`src/rtl/write_back_queue_if.sv`:
```
// write_back_queue_if: request, commit, register-file and bypass signals of the write-back queue
interface write_back_queue_if #(
  parameter int DATA_W = 32,
  parameter int REG_W  = 5,
  parameter int DEPTH  = 4
);
  logic              in_valid, in_ready, in_wen, in_jal, in_ld;
  logic [DATA_W-1:0] in_npc, in_ext, in_mem;
  logic [REG_W-1:0]  in_wreg;
  logic              commit_en, flush;
  logic              rf_WEN;
  logic [REG_W-1:0]  rf_wsel;
  logic [DATA_W-1:0] rf_wdat;
  logic [REG_W-1:0]  byp_rsel;
  logic              byp_hit;
  logic [DATA_W-1:0] byp_dat;
  logic [$clog2(DEPTH):0] count;
  modport master (
    output in_valid, in_wen, in_jal, in_ld, in_npc, in_ext, in_mem, in_wreg, commit_en, flush, byp_rsel,
    input  in_ready, rf_WEN, rf_wsel, rf_wdat, byp_hit, byp_dat, count
  );
  modport slave (
    input  in_valid, in_wen, in_jal, in_ld, in_npc, in_ext, in_mem, in_wreg, commit_en, flush, byp_rsel,
    output in_ready, rf_WEN, rf_wsel, rf_wdat, byp_hit, byp_dat, count
  );
endinterface

```
`src/rtl/write_back_queue.sv`:
```
// write_back_queue: FIFO of pending register writes drained on commit, with youngest-match bypass
module write_back_queue #(
  parameter int DATA_W = 32,
  parameter int REG_W  = 5,
  parameter int DEPTH  = 4
) (
  input logic CLK,
  input logic RST,
  write_back_queue_if.slave bus
);
  localparam int PW = $clog2(DEPTH);
  logic [REG_W-1:0]  wsel_q [DEPTH];
  logic [DATA_W-1:0] wdat_q [DEPTH];
  logic [PW-1:0]     rd_q, rd_d, wr_q, wr_d;
  logic [PW:0]       count_q, count_d;
  logic              drain, alloc, hit;
  logic [DATA_W-1:0] sel, dat;
  always_comb begin
    bus.in_ready = (count_q != (PW+1)'(DEPTH)) || bus.commit_en;
    drain = (count_q != '0) && bus.commit_en && !RST;
    alloc = bus.in_valid && bus.in_ready && bus.in_wen && (bus.in_wreg != '0) && !bus.flush;
    sel = bus.in_jal ? bus.in_npc : bus.in_ld ? bus.in_ext : bus.in_mem;
    rd_d = bus.flush ? '0 : rd_q + PW'(drain);
    wr_d = bus.flush ? '0 : wr_q + PW'(alloc);
    count_d = bus.flush ? '0 : count_q + (PW+1)'(alloc) - (PW+1)'(drain);
    bus.rf_WEN = drain;
    bus.rf_wsel = drain ? wsel_q[rd_q] : '0;
    bus.rf_wdat = drain ? wdat_q[rd_q] : '0;
    bus.count = count_q;
  end
  // scan oldest to youngest so the last match left standing is the youngest
  always_comb begin
    hit = 1'b0;
    dat = '0;
    for (int i = 0; i < DEPTH; i++)
      if ((PW+1)'(i) < count_q && wsel_q[rd_q + PW'(i)] == bus.byp_rsel && bus.byp_rsel != '0) begin
        hit = 1'b1;
        dat = wdat_q[rd_q + PW'(i)];
      end
    bus.byp_hit = hit;
    bus.byp_dat = dat;
  end
  always_ff @(posedge CLK)
    if (RST) begin
      rd_q <= '0;
      wr_q <= '0;
      count_q <= '0;
    end else begin
      rd_q <= rd_d;
      wr_q <= wr_d;
      count_q <= count_d;
    end
  always_ff @(posedge CLK)
    if (alloc) begin
      wsel_q[wr_q] <= bus.in_wreg;
      wdat_q[wr_q] <= sel;
    end
endmodule
```
`src/flat_wrapper.sv`:
```
// flat-port wrapper written by rule: the top's interface ports become plain ports
module write_back_queue_flat 
#(
  parameter int DATA_W = 32,
  parameter int REG_W  = 5,
  parameter int DEPTH  = 4
)
  (CLK, RST, bus_in_valid, bus_in_wen, bus_in_jal, bus_in_ld, bus_in_npc, bus_in_ext, bus_in_mem, bus_in_wreg, bus_commit_en, bus_flush, bus_byp_rsel, bus_in_ready, bus_rf_WEN, bus_rf_wsel, bus_rf_wdat, bus_byp_hit, bus_byp_dat, bus_count);
  write_back_queue_if #(.DATA_W(DATA_W), .REG_W(REG_W), .DEPTH(DEPTH)) bus_i ();
  input logic CLK;
  input logic RST;
  input wire logic [$bits(bus_i.in_valid)-1:0] bus_in_valid;
  input wire logic [$bits(bus_i.in_wen)-1:0] bus_in_wen;
  input wire logic [$bits(bus_i.in_jal)-1:0] bus_in_jal;
  input wire logic [$bits(bus_i.in_ld)-1:0] bus_in_ld;
  input wire logic [$bits(bus_i.in_npc)-1:0] bus_in_npc;
  input wire logic [$bits(bus_i.in_ext)-1:0] bus_in_ext;
  input wire logic [$bits(bus_i.in_mem)-1:0] bus_in_mem;
  input wire logic [$bits(bus_i.in_wreg)-1:0] bus_in_wreg;
  input wire logic [$bits(bus_i.commit_en)-1:0] bus_commit_en;
  input wire logic [$bits(bus_i.flush)-1:0] bus_flush;
  input wire logic [$bits(bus_i.byp_rsel)-1:0] bus_byp_rsel;
  output wire logic [$bits(bus_i.in_ready)-1:0] bus_in_ready;
  output wire logic [$bits(bus_i.rf_WEN)-1:0] bus_rf_WEN;
  output wire logic [$bits(bus_i.rf_wsel)-1:0] bus_rf_wsel;
  output wire logic [$bits(bus_i.rf_wdat)-1:0] bus_rf_wdat;
  output wire logic [$bits(bus_i.byp_hit)-1:0] bus_byp_hit;
  output wire logic [$bits(bus_i.byp_dat)-1:0] bus_byp_dat;
  output wire logic [$bits(bus_i.count)-1:0] bus_count;
  assign bus_i.in_valid = bus_in_valid;
  assign bus_i.in_wen = bus_in_wen;
  assign bus_i.in_jal = bus_in_jal;
  assign bus_i.in_ld = bus_in_ld;
  assign bus_i.in_npc = bus_in_npc;
  assign bus_i.in_ext = bus_in_ext;
  assign bus_i.in_mem = bus_in_mem;
  assign bus_i.in_wreg = bus_in_wreg;
  assign bus_i.commit_en = bus_commit_en;
  assign bus_i.flush = bus_flush;
  assign bus_i.byp_rsel = bus_byp_rsel;
  assign bus_in_ready = bus_i.in_ready;
  assign bus_rf_WEN = bus_i.rf_WEN;
  assign bus_rf_wsel = bus_i.rf_wsel;
  assign bus_rf_wdat = bus_i.rf_wdat;
  assign bus_byp_hit = bus_i.byp_hit;
  assign bus_byp_dat = bus_i.byp_dat;
  assign bus_count = bus_i.count;
  write_back_queue #(.DATA_W(DATA_W), .REG_W(REG_W), .DEPTH(DEPTH)) u_core (.CLK(CLK), .RST(RST), .bus(bus_i));
endmodule
```
`config.mk`:
```
export PLATFORM = sky130hd
export DESIGN_NAME = write_back_queue_flat
export DESIGN_NICKNAME = d
export VERILOG_FILES = /design/src/rtl/write_back_queue_if.sv /design/src/rtl/write_back_queue.sv /design/src/flat_wrapper.sv
export SDC_FILE = /design/constraint.sdc
export NUM_CORES = 1
export LEC_CHECK = 0
export BUFFER_PORTS_ARGS = -buffer_cell sky130_fd_sc_hd__buf_2
export CELL_PAD_IN_SITES_DETAIL_PLACEMENT = 0
export CELL_PAD_IN_SITES_GLOBAL_PLACEMENT = 1
export CORE_MARGIN = 2
export CORE_UTILIZATION = 40
export CTS_CLUSTER_SIZE = 8
export DETAILED_ROUTE_END_ITERATION = 10
export PLACE_DENSITY_LB_ADDON = 0.3
export SLEW_MARGIN = 20
export SYNTH_ARGS = -nofsm -noshare
export SYNTH_HDL_FRONTEND = slang
export SYNTH_SLANG_ARGS = --single-unit
```
`constraint.sdc`:
```
create_clock -name CLK -period 4.55 [get_ports CLK]
set_input_delay 0.2275 -clock CLK [delete_from_list [all_inputs] [get_ports CLK]]
set_output_delay 0.2275 -clock CLK [all_outputs]
set_load 0.05 [all_outputs]
```
==> results of run 1 <==
state kept, by name, indices dropped and copies added, names as in the netlist:
| register | count |
|---|---|
| u_core.bus.count | 3 |
| u_core.rd_q | 2 |
| u_core.wdat_q | 128 |
| u_core.wr_q | 2 |
| u_core.wsel_q | 20 |
cells in the mapped netlist, types with 3 or more instances:
cell type    n
xor2_1       5
a221o_1     29
nor3_1       4
nor2b_1      5
clkbuf_1    57
buf_6        5
buf_2       19
a211o_1      3
mux2_2      92
xnor2_1     14
and2_1       5
edfxtp_1   148
dfxtp_1      7
nor2_1     166
mux4_2      18
inv_1       13
o21ai_0     33
nand2_1     44
buf_1        6
a211oi_1    32
a21oi_1     36
mux2i_1    136
nor4_1      32
ha_1         6
nand3b_1    30
nand3_1      4
final cells by class:
type,instances,area share
repair buffers,206,0.08827
flip-flops and latches,155,0.3758
clock buffers,17,0.03481
clock inverters,15,0.01137
inverters,13,0.004096
well taps,335,0.03430
multi-input cells,716,0.4514
through the flow:
step / cells / util
after global placement: 1425 / 0.4497
after floorplan: 972 / -
final: 1457 / 0.4716
after detailed placement: 1425 / 0.4497
after global routing: 1457 / 0.4716
after CTS: 1457 / 0.4715
power by group:
group | internal (mW) | switching (mW)
logic | 0.0966 | 0.151
clock network | 0.763 | 0.600
registers | 1.59 | 0.00793
total | 2.45 | 0.759
layer usage:
metal,vias to the layer above,wire [um],track usage
met3,42,1258,0.03622
met4,0,719,0.07637
met1,3809,12270,0.2477
met2,245,13040,0.3359
li1,3940,-,-
met5,-,0,0
worst max-delay path, cell delays in order, from the launching register on:
cell	delay, ps
dfxtp_4	470
buf_4	630
a21oi_1	130
a221oi_1	390
nor2_1	180
a21oi_4	880
a221o_1	370
buf_2	290
kinds of logic after synthesis:
kind of cell | Yosys count | synth area share
xor+xnor | 19 | 0.01585
simple gates | 302 | 0.1352
flops | 155 | 0.4367
mux | 246 | 0.2670
buf+inv | 101 | 0.04231
compound gates | 142 | 0.09392
fa+ha+maj | 7 | 0.009058
final timing paths:
check	end	slack, ps
max	bus_byp_dat[31]	550
min	u_core.wsel_q[1][2]$_DFFE_PP_	30
max reg2reg	u_core.wdat_q[1][17]$_DFFE_PP_	1770
min reg2reg	u_core.wr_q[1]$_SDFF_PP0_	600
==> metrics.md, run 1 <==
| Metric | Value |
|---|---|
| Status | `finished, final reports clean` |
| Setup Crit Path Kind | `register to output pin` |
| Hold Startpoint | `bus_in_wreg[2]` |
| Post-DP HPWL | `~18000 um` |
| Max Slew Vio Count | `0` |
| Clock slew at reported path FFs | `approximately 60 ps` |
| Root Buffer | `clkbuf_16` |
| Post-synthesis sequential area ratio | `0.4367` |
| Worst-skew pair later-pin latency | `~430 ps` |
| CTS tree | `yes` |
| LEAKAGE | `approximately 4.7 nW` |
| Post-synthesis register bit count | `around 160` |
| Initial core utilization | `0.4051` |
| RSZ-0062 raised after global routing | `no` |
| Slew @ Worst Pin | `1091 ps` |
| Final Hold Fails | `0` |
| WHS | `about 30 ps` |
| I/O pin count | `189` |
| Die Height | `166 um` |
| Pin count of the biggest net entering global routing | `between 70 and 80` |
| Remaining global-route overflow | `0` |
| Register area | `between 4000 and 5000 um2` |
| Cell area after layout | `12220 um2` |
| Synthesized Nets | `1093` |
| Critical Path RT | `about 4300 ps` |
| Layout cells sized above 1 | `0.3226` |
| WP data arrival | `between 3000 and 4000 ps` |
| Worst Path Max Fanout | `78` |
| Iter 0 DRT Violations | `about 600` |
| Die area | `27560 um2` |
| Post-CTS sizing | `0` |
| Layout area overhead | `16.40%` |
| Clock buffer depth | `2` |
| Post-place setup slack | `~960 ps` |
| Commonest non-fill, non-tap cell in the layout | `buf_2` |
| Hold path cells | `1` |
| Reg2Reg Depth | `4` |
| Dpl cell area | `11650 um2` |
| Input/output buffers | `between 150 and 200` |
| WL final | `around 27000 um` |
| Post-CTS Setup Inserts | `0` |
| Core ar. | `about 26000 um2` |
| Post-Route Setup TNS | `0 ps` |
| Placer Congestion | `approximately 0.8` |
| Tmin final | `between 4000 and 5000 ps` |
| Maximum VDD drop | `roughly 0.24 mV` |
| Via count | `8036` |
| Post-synthesis cell count | `between 900 and 1k` |
| Top-area cell type share of the netlist area | `0.4234` |
| N_diodes | `0` |
| Pwr Total | `between 3 and 4 mW` |
| Drt drc | `0` |
| Via/cell ratio | `5.515` |
| Synth Warn # | `0` |
| Synthesized cell area | `approximately 10000 um2` |
| Crit end category | `output pin` |
| Filler cell count | `between 2k and 2.5k` |
| Synth Flop Type | `edfxtp_1` |
| First-pass GRT wire length | `~43000 um` |
| Total track usage | `0.1966` |
| Avg Cell Area, Syn | `around 11 um2` |
| TritonCTS Buffers | `17` |
| Multi-input logic area | `about 5500 um2` |
| CTS Sinks | `between 150 and 200` |
| Clock skew | `~8.5 ps` |
| Final worst setup slack | `between 500 and 600 ps` |
| Critical path origin | `u_core.rd_q[1]$_SDFF_PP0_` |
| Max-cap violations | `0` |
| DIE WIDTH | `between 150 and 200 um` |
| Drt pass-1 iters | `5` |
| H-tree depth | `4` |
| Final ANT Viol Nets | `0` |
| Hold Path Class | `input pin to register` |
| Reg-to-Reg Start | `u_core.bus.count[0]$_SDFF_PP0_` |
| Crit share post-route | `0.8801` |
| DR WL/cell | `roughly 19 um` |
| Main area contributors after synthesis | `edfxtp_1 (42%), mux2i_1 (13%), mux2_2 (9.9%)` |
| Asr flop ratio synth | `0` |
| Rel. slew slack | `0.2708` |
| Netlist cell types | `43` |
| Startpoint class of the critical path | `register` |
| Pwr Density | `about 260 nW/um2` |
| Highest-count cells in the layout ignoring fill and taps | `buf_2 (187), nor2_1 (165), edfxtp_1 (148), mux2i_1 (136), mux2_2 (92)` |
| Vias in the first global route | `just under 8k` |
| EDFF count, synth | `approximately 150` |
| Synth area leader | `edfxtp_1` |
| Setup violators final | `0` |
| Initial antenna violation count | `0` |
| Num rows | `59` |
| Nets@finish | `approximately 1.2k` |
| Achievable clock frequency | `249.7 MHz` |
| CTS Hold Buffers Added | `0` |
Power figures use the tool's default switching activity.
==> run 2: changes to the inputs <==
ABC_AREA = 1   (was unset)
CORE_UTILIZATION = 37   (was 40)
==> metrics.md, run 2 <==
| Metric | Value |
|---|---|
| Status | `finished, final reports clean` |
| Core ar. | `28700 um2 (+11%)` |
| Post-synthesis cell count | `1577 (+62%)` |
| Max-cap violations | `0 (unchanged)` |
| Slew @ Worst Pin | `1024 ps (-67.19 ps)` |
| Pin count of the biggest net entering global routing | `95 (+20%)` |
| DR WL/cell | `15.82 um (-16%)` |
| Synth cell count leaders | `nand2_1 (537), o21ai_0 (210), nor2_1 (181), edfxtp_1 (148), inv_1 (126)` |
| Tmin final | `3887 ps (-117.8 ps)` |
| CTS tree | `yes` |
| Die Height | `174.7 um (+5.3%)` |
| Top-count cell post-synth | `nand2_1` |
| Worst-skew pair later-pin latency | `430 ps (about the same)` |
| Pwr Density | `264.1 nW/um2 (+0.60%)` |
| Iter 0 DRT Violations | `692 (+16%)` |
| Main area contributors after synthesis | `edfxtp_1 (41%), nand2_1 (19%), o21ai_0 (9.7%)` |
| Via count | `10.57k (+31%)` |
| Initial core utilization | `0.3758 (-0.02938)` |
| EDFF count, synth | `148 (unchanged)` |
| Rel. slew slack | `0.3164 (+0.04566)` |
| Dpl cell area | `11960 um2 (+2.6%)` |
| Top-area cell type share of the netlist area | `0.4121 (-0.01130)` |
| CTS Hold Buffers Added | `0 (unchanged)` |
| Post-CTS Setup Inserts | `0 (unchanged)` |
| RSZ-0062 raised after global routing | `no` |
| Clock skew | `12.06 ps (+3.593 ps)` |
| DIE WIDTH | `174.7 um (+5.3%)` |
| Post-synthesis register bit count | `155 (unchanged)` |
| Layout area overhead | `16.31% (about the same)` |
| Worst Hold End | `u_core.wsel_q[0][4]$_DFFE_PP_` |
| Post-Route Setup TNS | `0 ps (unchanged)` |
| Reg-to-Reg Start | `u_core.bus.count[2]$_SDFF_PP0_` |
| Num rows | `62 (+5.1%)` |
| Reg2Reg Depth | `10 (+6)` |
| Crit end category | `output pin` |
| Drt pass-1 iters | `6 (+1)` |
| Max reg flops | `128 (unchanged)` |
| Achievable clock frequency | `257.3 MHz (+3.0%)` |
| Synth Flop Type | `edfxtp_1` |
| Maximum VDD drop | `0.2484 mV (+4.7%)` |
| Max Slew Vio Count | `0 (unchanged)` |
| Asr flop ratio synth | `0 (unchanged)` |
| Layout cells sized above 1 | `0.1533 (-0.1694)` |
| Critical R2R Capture | `u_core.bus.count[1]$_SDFF_PP0_` |
| Post-CTS sizing | `0 (unchanged)` |
| Initial antenna violation count | `0 (unchanged)` |
| First-pass GRT wire length | `51830 um (+21%)` |
| Total track usage | `0.2181 (+0.02148)` |
| Die area | `30530 um2 (+11%)` |
| Placer Congestion | `0.8384 (+7.3%)` |
| Hold Path Class | `input pin to register` |
| Highest-count cells in the layout ignoring fill and taps | `nand2_1 (536), o21ai_0 (210), buf_2 (188), nor2_1 (181), edfxtp_1 (148)` |
| CTS Sinks | `155 (unchanged)` |
| Critical Path RT | `4320 ps (about the same)` |
| Remaining global-route overflow | `0 (unchanged)` |
| WHS | `33.53 ps (+3.649 ps)` |
| Setup Crit Path Kind | `register to output pin` |
| Post-place setup slack | `1113 ps (+150.5 ps)` |
| N_diodes | `0 (unchanged)` |
| Hold path cells | `1 (unchanged)` |
| Crit share post-route | `0.8542 (-0.02588)` |
| Startpoint class of the critical path | `register` |
| H-tree depth | `4 (unchanged)` |
| Hold Startpoint | `bus_in_wreg[4]` |
| Setup violators final | `0 (unchanged)` |
| Netlist cell types | `30 (-30%)` |
| Nets@finish | `1824 (+48%)` |
| LEAKAGE | `5.724 nW (+22%)` |
| Root Buffer | `clkbuf_16` |
| Reg with most FFs | `u_core.wdat_q` |
| Post-synthesis sequential area ratio | `0.4251 (-0.01165)` |
| Avg Cell Area, Syn | `6.839 um2 (-37%)` |
| Drt drc | `0 (unchanged)` |
| Via/cell ratio | `5.032 (-8.8%)` |
| Final worst setup slack | `663.3 ps (+117.8 ps)` |
| WL final | `33230 um (+22%)` |
| Clock buffer depth | `2 (unchanged)` |
| Synth area leader | `edfxtp_1` |
| Synth Warn # | `0 (unchanged)` |
| Commonest non-fill, non-tap cell in the layout | `nand2_1` |
| Final ANT Viol Nets | `0 (unchanged)` |
| I/O pin count | `189 (unchanged)` |
| WP data arrival | `3660 ps (-120 ps)` |
| Synthesized Nets | `1698 (+55%)` |
| Core Util, Final | `0.4371 (-0.03453)` |
| Final Hold Fails | `0 (unchanged)` |
| Worst Path Max Fanout | `44 (-44%)` |
| Post-DP HPWL | `21950 um (+20%)` |
| Cell area after layout | `12540 um2 (+2.7%)` |
| Synthesized cell area | `10790 um2 (+2.7%)` |
| Clock slew at reported path FFs | `70 ps (about the same)` |
| Vias in the first global route | `9824 (+24%)` |
| Reg2reg setup slack | `2060 ps (+290 ps)` |
| TritonCTS Buffers | `17 (unchanged)` |
| Filler cell count | `3000 (+22%)` |
| Input/output buffers | `188 (unchanged)` |
run 2: cell count changes in the layout (fill, tap and decap cells not counted), sizes merged, moves of 76 or more:
cell,change
nand2,+494
o21ai,+228
mux2i,-136
inv,+116
mux2,-92
nand3,+76
run 2: critical path: stages, from the launching register on:
cell     delay (ps)
dfxtp_1         340
inv_4           300
nand2_1         120
nand2_2         190
buf_4           410
nand2_1         130
nand3_1         100
nand3_1          80
a21oi_1         130
nand2_1         100
nor2_4          490
buf_12          310
nand2_1          80
nand2_1         130
buf_2           290
run 2: metal layers:
metal  wire length (um)  track usage  vias to the layer above
met5                  0            0                        -
met4                811      0.07188                        0
met3               1472      0.02676                       43
met2              16140       0.3857                      279
met1              14800       0.2761                     4825
li1                   -            -                     5420
run 2: cell families after synthesis:
kind of cell             synth area share
flip-flops                         0.4251
AND/OR/NAND/NOR                    0.3151
buffers and inverters             0.09443
AO/OA/AOI/OAI                      0.1542
adder cells (fa/ha/maj)          0.008817
XOR/XNOR                         0.002437
run 2: area by class of cell:
type,instances,area (um2),area share
Tap cell,384,480.5,0.03830
Multi-Input combinational cell,1185,5238,0.4175
Inverter,128,485.5,0.03870
Clock buffer,18,429.2,0.03421
Timing Repair Buffer,216,1164,0.09276
Sequential cell,155,4588,0.3657
Clock inverter,14,160.2,0.01277
run 2: worst max path at each step:
stage          cells past startpoint                       endpoint  slack, ps                      startpoint
2_1_floorplan                      4  u_core.wdat_q[0][0]$_DFFE_PP_        310  u_core.bus.count[1]$_SDFF_PP0_
3_3_place_gp                      14                 bus_byp_dat[1]       1160       u_core.rd_q[1]$_SDFF_PP0_
3_5_place_dp                      14                bus_byp_dat[14]       1110       u_core.rd_q[1]$_SDFF_PP0_
4_1_cts                           14                bus_byp_dat[14]        640       u_core.rd_q[1]$_SDFF_PP0_
5_1_grt                           14                bus_byp_dat[20]        450       u_core.rd_q[0]$_SDFF_PP0_
6_report                          14                 bus_byp_dat[1]        660       u_core.rd_q[1]$_SDFF_PP0_
run 2: where the power goes:
| part | leakage, nW | switching [mW] | internal [mW] |
|---|---|---|---|
| registers | 1.39 | 0.00598 | 1.59 |
| logic | 4.05 | 0.191 | 0.0860 |
| clock network | 0.282 | 0.618 | 0.822 |
run 2: per-stage QoR:
| stage | power (mW) | std cells |
|---|---|---|
| final | 3.313 | 2100 |
| after global routing | 3.423 | 2100 |
| after CTS | 3.333 | 2100 |
| after detailed placement | 1.904 | 2068 |
| after global placement | 1.900 | 2068 |
| after floorplan | 1.778 | 1577 |
